File: config.mk
export PLATFORM = sky130hd
export DESIGN_NAME = vector_max_feeder
export DESIGN_NICKNAME = d
export VERILOG_FILES = /design/src/rtl/vector_max_feeder_pkg.sv /design/src/rtl/vector_max_feeder.sv
export SDC_FILE = /design/constraint.sdc
export NUM_CORES = 1
export LEC_CHECK = 0
export BUFFER_PORTS_ARGS = -buffer_cell sky130_fd_sc_hd__buf_2
export CELL_PAD_IN_SITES_DETAIL_PLACEMENT = 1
export CELL_PAD_IN_SITES_GLOBAL_PLACEMENT = 1
export CORE_MARGIN = 4
export CORE_UTILIZATION = 25
export CTS_CLUSTER_DIAMETER = 30
export DETAILED_ROUTE_END_ITERATION = 10
export PLACE_DENSITY_LB_ADDON = 0.3
export SLEW_MARGIN = 30
export SYNTH_ARGS = -nofsm -noshare
export SYNTH_HDL_FRONTEND = slang
export SYNTH_SLANG_ARGS = --single-unit
File: constraint.sdc
create_clock -name clk -period 2.1 [get_ports clk]
set_clock_uncertainty 0.15 [all_clocks]
set_input_delay 0.21 -clock clk [delete_from_list [all_inputs] [get_ports clk]]
set_output_delay 0.21 -clock clk [all_outputs]
set_load 0.02 [all_outputs]
File: src/rtl/vector_max_feeder_pkg.sv
// Shared definitions for the vector_max producer: lane count and FSM encoding.
package vector_max_feeder_pkg;

    localparam int NUM_LANES = 4;

    typedef enum logic [1:0] {
        FILL  = 2'd0,
        ISSUE = 2'd1,
        WAIT  = 2'd2,
        HOLD  = 2'd3
    } state_e;

endpackage

File: src/rtl/vector_max_feeder.sv
// Packs four scalars into a vector, starts the downstream max unit, waits for done
// (with a watchdog) and presents the captured max on a valid/ready output.
module vector_max_feeder
    import vector_max_feeder_pkg::*;
#(
    parameter int WIDTH          = 12,
    parameter int TIMEOUT_CYCLES = 16
) (
    input  logic                         clk,
    input  logic                         reset,
    input  logic [WIDTH-1:0]             in_data,
    input  logic                         in_valid,
    output logic                         in_ready,
    output logic [NUM_LANES*WIDTH-1:0]   vec_out,
    output logic                         start,
    input  logic                         done,
    input  logic [WIDTH-1:0]             max_in,
    output logic [WIDTH-1:0]             result,
    output logic                         result_valid,
    input  logic                         result_ready,
    output logic                         timeout_err
);

    localparam int CW = $clog2(TIMEOUT_CYCLES);
    localparam int IW = $clog2(NUM_LANES);

    // Handshake rule on both sides: a beat moves on the rising edge where valid
    // and ready are both high; ready and valid are registered outputs here.
    state_e                       state_q, state_d;
    logic [IW-1:0]                idx_q, idx_d;
    logic [CW-1:0]                cnt_q, cnt_d;
    logic [NUM_LANES*WIDTH-1:0]   vec_q, vec_d;
    logic                         in_ready_q, in_ready_d;
    logic                         start_q, start_d;
    logic [WIDTH-1:0]             result_q, result_d;
    logic                         result_valid_q, result_valid_d;
    logic                         timeout_q, timeout_d;

    always_comb begin
        state_d        = state_q;
        idx_d          = idx_q;
        cnt_d          = cnt_q;
        vec_d          = vec_q;
        in_ready_d     = 1'b0;
        start_d        = 1'b0;
        result_d       = result_q;
        result_valid_d = result_valid_q;
        timeout_d      = timeout_q;
        case (state_q)
            FILL: begin
                in_ready_d = 1'b1;
                if (in_valid && in_ready_q) begin
                    vec_d[int'(idx_q)*WIDTH +: WIDTH] = in_data;
                    idx_d = idx_q + 1'b1;
                    if (idx_q == IW'(NUM_LANES-1)) begin
                        state_d    = ISSUE;
                        in_ready_d = 1'b0;
                        start_d    = 1'b1;
                    end
                end
            end
            ISSUE: begin
                state_d = WAIT;
                cnt_d   = '0;
            end
            WAIT: begin
                // done takes priority over an expiring watchdog on the same cycle
                if (done) begin
                    result_d       = max_in;
                    result_valid_d = 1'b1;
                    state_d        = HOLD;
                end else if (cnt_q == CW'(TIMEOUT_CYCLES-1)) begin
                    timeout_d  = 1'b1;
                    in_ready_d = 1'b1;
                    state_d    = FILL;
                end else begin
                    cnt_d = cnt_q + 1'b1;
                end
            end
            HOLD: begin
                if (result_valid_q && result_ready) begin
                    result_valid_d = 1'b0;
                    in_ready_d     = 1'b1;
                    state_d        = FILL;
                end
            end
            default: state_d = FILL;
        endcase
    end

    always_ff @(posedge clk) begin
        if (reset) begin
            state_q        <= FILL;
            idx_q          <= '0;
            cnt_q          <= '0;
            vec_q          <= '0;
            in_ready_q     <= 1'b0;
            start_q        <= 1'b0;
            result_q       <= '0;
            result_valid_q <= 1'b0;
            timeout_q      <= 1'b0;
        end else begin
            state_q        <= state_d;
            idx_q          <= idx_d;
            cnt_q          <= cnt_d;
            vec_q          <= vec_d;
            in_ready_q     <= in_ready_d;
            start_q        <= start_d;
            result_q       <= result_d;
            result_valid_q <= result_valid_d;
            timeout_q      <= timeout_d;
        end
    end

    assign in_ready     = in_ready_q;
    assign vec_out      = vec_q;
    assign start        = start_q;
    assign result       = result_q;
    assign result_valid = result_valid_q;
    assign timeout_err  = timeout_q;

endmodule

# ---- Word-level counts from Yosys, hierarchy flattened
# Index checks and enable logic that the tools add are counted.
dict set report classes {
  addsub 3
  multipliers 1
  eq_ne 12
  n_shift 2
  muxes 20
  bitwise_logic 3
  reduce_logical 12
}
# operator count
set op_table {}
lappend op_table {{$bwmux 48} 1}
lappend op_table {{$shift 12x33->48 const A} 1}
lappend op_table {{$shiftx 12x33->48} 1}
lappend op_table {{$neg 6->33} 1}
lappend op_table {{$ne 2x2->1 const B} 6}
lappend op_table {{$mux 2} 5}
lappend op_table {{$reduce_and 3->1} 3}
lappend op_table {{$mux 1} 8}
lappend op_table {{$mux 4} 2}
lappend op_table {{$pmux 2 s4} 1}
lappend op_table {{$pmux 4 s2} 1}
lappend op_table {{$eq 2x2->1 const B} 3}
lappend op_table {{$add 4x1->4 const B} 1}
lappend op_table {{$eq 4x4->1 const B} 1}
lappend op_table {{$mul 2x2->4 const B} 1}
lappend op_table {{$reduce_and 2->1} 2}
lappend op_table {{$reduce_and 4->1} 1}
lappend op_table {{$reduce_bool 2->1} 2}
lappend op_table {{$ne 3x3->1 const B} 1}
lappend op_table {{$not 1->1} 3}
lappend op_table {{$pmux 1 s3} 1}
lappend op_table {{$reduce_or 3->1} 1}
lappend op_table {{$add 2x1->2 const B} 1}
lappend op_table {{$eq 2x1->1 const B} 1}
lappend op_table {{other kinds (3)} 4}
dict set report word_totals {
  ff_bits 72
  input_bits 29
  output_inout_bits 64
  word_cells 62
}

# ---- Logic depth before layout (Yosys ltp)
dict set report logic_depth {
  word_depth 4
  mapped_depth 7
  mapped_depth_nobuf 5
}

# ---- Least setup slack after synthesis
# Ideal clock, no wire load.
dict set report synth_timing {
  path_kind {reg2reg}
  from {register idx_q[0]}
  to {register vec_q[40], in the netlist vec_out[40]}
  setup_time_ns 0.088
  arrival_time_ns 1.837
  t_required_ns 1.862
  setup_slack_ns 0.025
  stages_incl_launch_ff 8
  path_buffers 2
  synth_period_minus_slack_ns 2.075
  path_cell_list {dfxtp_1 -> inv_2 -> ha_1 -> buf_2 -> buf_6 -> nor3_2 -> nand4_4 -> o32ai_2}
}
dict set report synth_via {
  elab_chain_cells 4
  word_cells_on_any_way 5
  cone_classes {add/sub: 1; mul: 1; shift: 2; mux: 1}
}
# item line_no
set synth_rtl {}
lappend synth_rtl {{from (decl)} vector_max_feeder.sv:30} ;# logic [IW-1:0] idx_q, idx_d;
lappend synth_rtl {{from (signal assigned)} vector_max_feeder.sv:104} ;# idx_q <= idx_d;
lappend synth_rtl {{$mul 2x2->4 *} vector_max_feeder.sv:53} ;# vec_d[int'(idx_q)*WIDTH +: WIDTH] = in_data;
lappend synth_rtl {{$neg 6->33 *} vector_max_feeder.sv:53}
lappend synth_rtl {{$shiftx 12x33->48 or $shift 12x33->48 (tied branches)} vector_max_feeder.sv:53}
lappend synth_rtl {{$bwmux 48 *} vector_max_feeder.sv:53}
lappend synth_rtl {{to (signal assigned)} vector_max_feeder.sv:106} ;# vec_q <= vec_d;
lappend synth_rtl {{to (decl)} vector_max_feeder.sv:32} ;# logic [NUM_LANES*WIDTH-1:0] vec_q, vec_d;
# Every way passes the cells marked *; elsewhere a longest branch is shown, timed or not.
# A chain may end at the register's enable or synchronous reset.

# ---- Worst setup path after layout
dict set report layout_timing {
  from {register idx_q[1]}
  to {register vec_q[2], in the netlist vec_out[2]}
}
# The elaborated chain is that of the path after synthesis.

==> run_results.csv <==
group,metric,value,unit
pwr,swShare,23.6,%
timing,setup_tns,0,ps
pwr,pwr-share-clk,50.5,%
cts,cts-buffers-inserted,9,
timing,slew_headroom,68.2,%
place,hpwl,7770,um
timing,setup_viol,0,
global_routing,overflow,0,
cts,clk_latency,340,ps
layout,fillers,1497,
timing,slew_viol_final,0,
critical_path,critPathArrivalTime,2070,ps
critical_path,critical-path-slowest-cell,"nor4b_4",
timing,worst_pin_slew,474,ps
die,die_h,124,um
synthesis,mappedNetlistNets,368,
layout,area_delta_synth_final,34.8,%
synthesis,netlist_top_cells_area,"dfxtp_1, a21oi_1, mux2i_1",
cts,cts-htree-levels,3,
critical_path,crit_type,"register to register",
critical_path,crit_required,2210,ps
pwr,seq_power_share,39.2,%
critical_path,crit_path_cell_trace,"inv_1, ha_4, buf_4, nor4b_4, buf_4, nand4_1, a21oi_1",
detailed_routing,drc,0,
cts,cts-root-buf,"clkbuf_16",
critical_path,cp-end-kind,"register",
synthesis,yosysWarnings,0,
cts,cts_sinks,72,
critical_path,cp_common_cell,"buf_4",
detailed_routing,vias,2970,
cts,postCtsSetupBuffers,0,
synthesis,synth_cells,331,
die,die_w,124,um
detailed_routing,wirelength,10600,um
cts,clk_pin_slew,60,ps
timing,fmax,0.511,GHz
place,gp_congestion,0.763,
timing,hold_slack,62.2,ps
synthesis,yosysUniqueCellTypes,55,
layout,seq_area,0.00144,mm^2
global_routing,grt_pass1_vias,3145,
die,ios,93,
die,fp-row-count,41,
synthesis,syn_avg_cell_area,10.1,um^2
detailed_routing,ant_nets,0,
die,core-area,0.0128,mm^2
timing,fin_crit,1960,ps
timing,rsz0062_at_grt,"no",
synthesis,synth_edf_count,0,
synthesis,async_flop_share,0,%
global_routing,antenna_found_initial,0,
timing,hold_viol_final,0,
status,outcome,"completed",
global_routing,grt_pass1_wl,17200,um
layout,drive_gt1_share,34.3,%
detailed_routing,first_pass_iters,4,
critical_path,critPathMaxStageDelay,390,ps
critical_path,path_max_fanout,9,
pwr,vdd_drop_max,0.000283,V
min_path,hp-class,"primary input to register",
layout,fin_util,35.1,%
job,max-cap-violations,0,
synthesis,ys_seq_area_share,43.2,%
pwr,p_int,2.71,mW
timing,fin_crit_sh,93.2,%
layout,nets,479,
synthesis,syn-cell-area,0.00334,mm^2
synthesis,ys_ff_latch,72,
synthesis,synth_ff_type,"dfxtp_1",
pwr,p_leak,2.00,nW
cts,clk_path_buf_depth,2,
global_routing,grt_max_degree,22,
layout,multi_input_area,0.00169,mm^2
place,place.port_buffers,92,
die,fp.dieArea,0.0153,mm^2
pwr,net-switching-power,0.838,mW
layout,diodes,0,
synthesis,synth_top_area_share,43.2,%
cts,cts_tree,"built",
critical_path,startpoint_type,"register",
synthesis,synth.cells.most_frequent,"dfxtp_1, a21oi_1, nand2b_1",
synthesis,synth_top_area_cell,"dfxtp_1",
global_routing,grtUsageTotal,14.5,%
pwr,power_density,789,mW/mm^2
detailed_routing,wire_per_inst,17.2,um
detailed_routing,drt_iter0_markers,122,
detailed_routing,vias_per_cell,4.81,
synthesis,synth.most_common_cell,"dfxtp_1",
pwr,p_comb_share,10.3,%
die,start_util,26.0,%
cells in the final DEF, fill, tap and decap left out, drive strengths merged, types with 7 or more instances in the layout:
| cell | instances |
|---|---|
| ha | 8 |
| clkbuf | 10 |
| buf | 114 |
| o32ai | 10 |
| dlygate4sd3 | 12 |
| inv | 16 |
| nand2 | 7 |
| mux2i | 15 |
| nand2b | 16 |
| o2bb2ai | 14 |
| nand4 | 10 |
| and3 | 7 |
| a21oi | 33 |
| nor2 | 15 |
| dfxtp | 72 |
| a31o | 7 |
per-layer routing:
metal  up-vias  track usage, %  share of wire (%)
met5         -               0                  0
met3        13            3.22                4.6
met1      1430            18.4                 46
li1       1475               -                  -
met2        52            23.8                 48
met4         0            6.37                2.3
critical path: cells and delay by family, from the launching register on:
kind / cells / cell delay, ps
and+or+nand+nor: 2 / 500
AOI/OAI and AO/OA: 1 / 170
adders and majority gates: 1 / 220
buffers and inverters: 3 / 520
DFF: 1 / 320
state kept, by name, indices dropped and copies added (netlist names), 2 cells and up:
signal   flops
state_q      2
idx_q        2
vec_out     48
cnt_q        4
result      12
area by class of cell:
type | count | area share [%]
Tap cell | 172 | 4.78
Clock inverter | 5 | 2.33
Clock buffer | 10 | 5.31
Multi-Input combinational cell | 217 | 37.6
Inverter | 16 | 1.39
Timing Repair Buffer | 126 | 16.5
Sequential cell | 72 | 32.0
final timing paths:
kind	start	endpoint	slack (ps)	cells after the start
min	result_ready	result_valid	60	4
max reg2reg	idx_q[1]	vec_out[2]	140	7
min reg2reg	timeout_err	timeout_err	300	2
max	idx_q[1]	vec_out[2]	140	7
repair_timing:
action / 4_1_cts / 5_1_grt
hold endpoints to repair: 12 / 0
resized for setup: 0 / 5
hold buffers: 12 / 0
endpoints found under the setup margin: 0 / 19
power groups by stage:
stage	Sequential (mW)	Clock (mW)	Combinational, mW
after detailed placement	1.42	0	0.341
after floorplan	1.44	0	0.198
after global placement	1.42	0	0.338
after CTS	1.39	1.84	0.361
final	1.39	1.79	0.365
after global routing	1.39	1.88	0.401
logic make-up (layout without fill, tap and decap cells):
kind of cell | count (synthesis) | after routing | synth area share [%]
simple gates | 86 | 86 | 17.0
flops | 72 | 72 | 43.2
fa+ha+maj | 8 | 8 | 3.00
buf+inv | 42 | 157 | 6.67
mux | 19 | 19 | 5.84
compound gates | 104 | 104 | 24.3
metrics by stage:
step           std cells  setup WS (ps)  total power, mW  cell area, um^2
2_1_floorplan        331           24.9             1.64             3340
3_3_place_gp         590            136             1.76             4010
3_5_place_dp         590           55.6             1.76             4010
4_1_cts              617           34.6             3.59             4470
5_1_grt              618           31.3             3.68             4500
6_report             618            142             3.55             4500
Power figures use the tool's default switching activity.
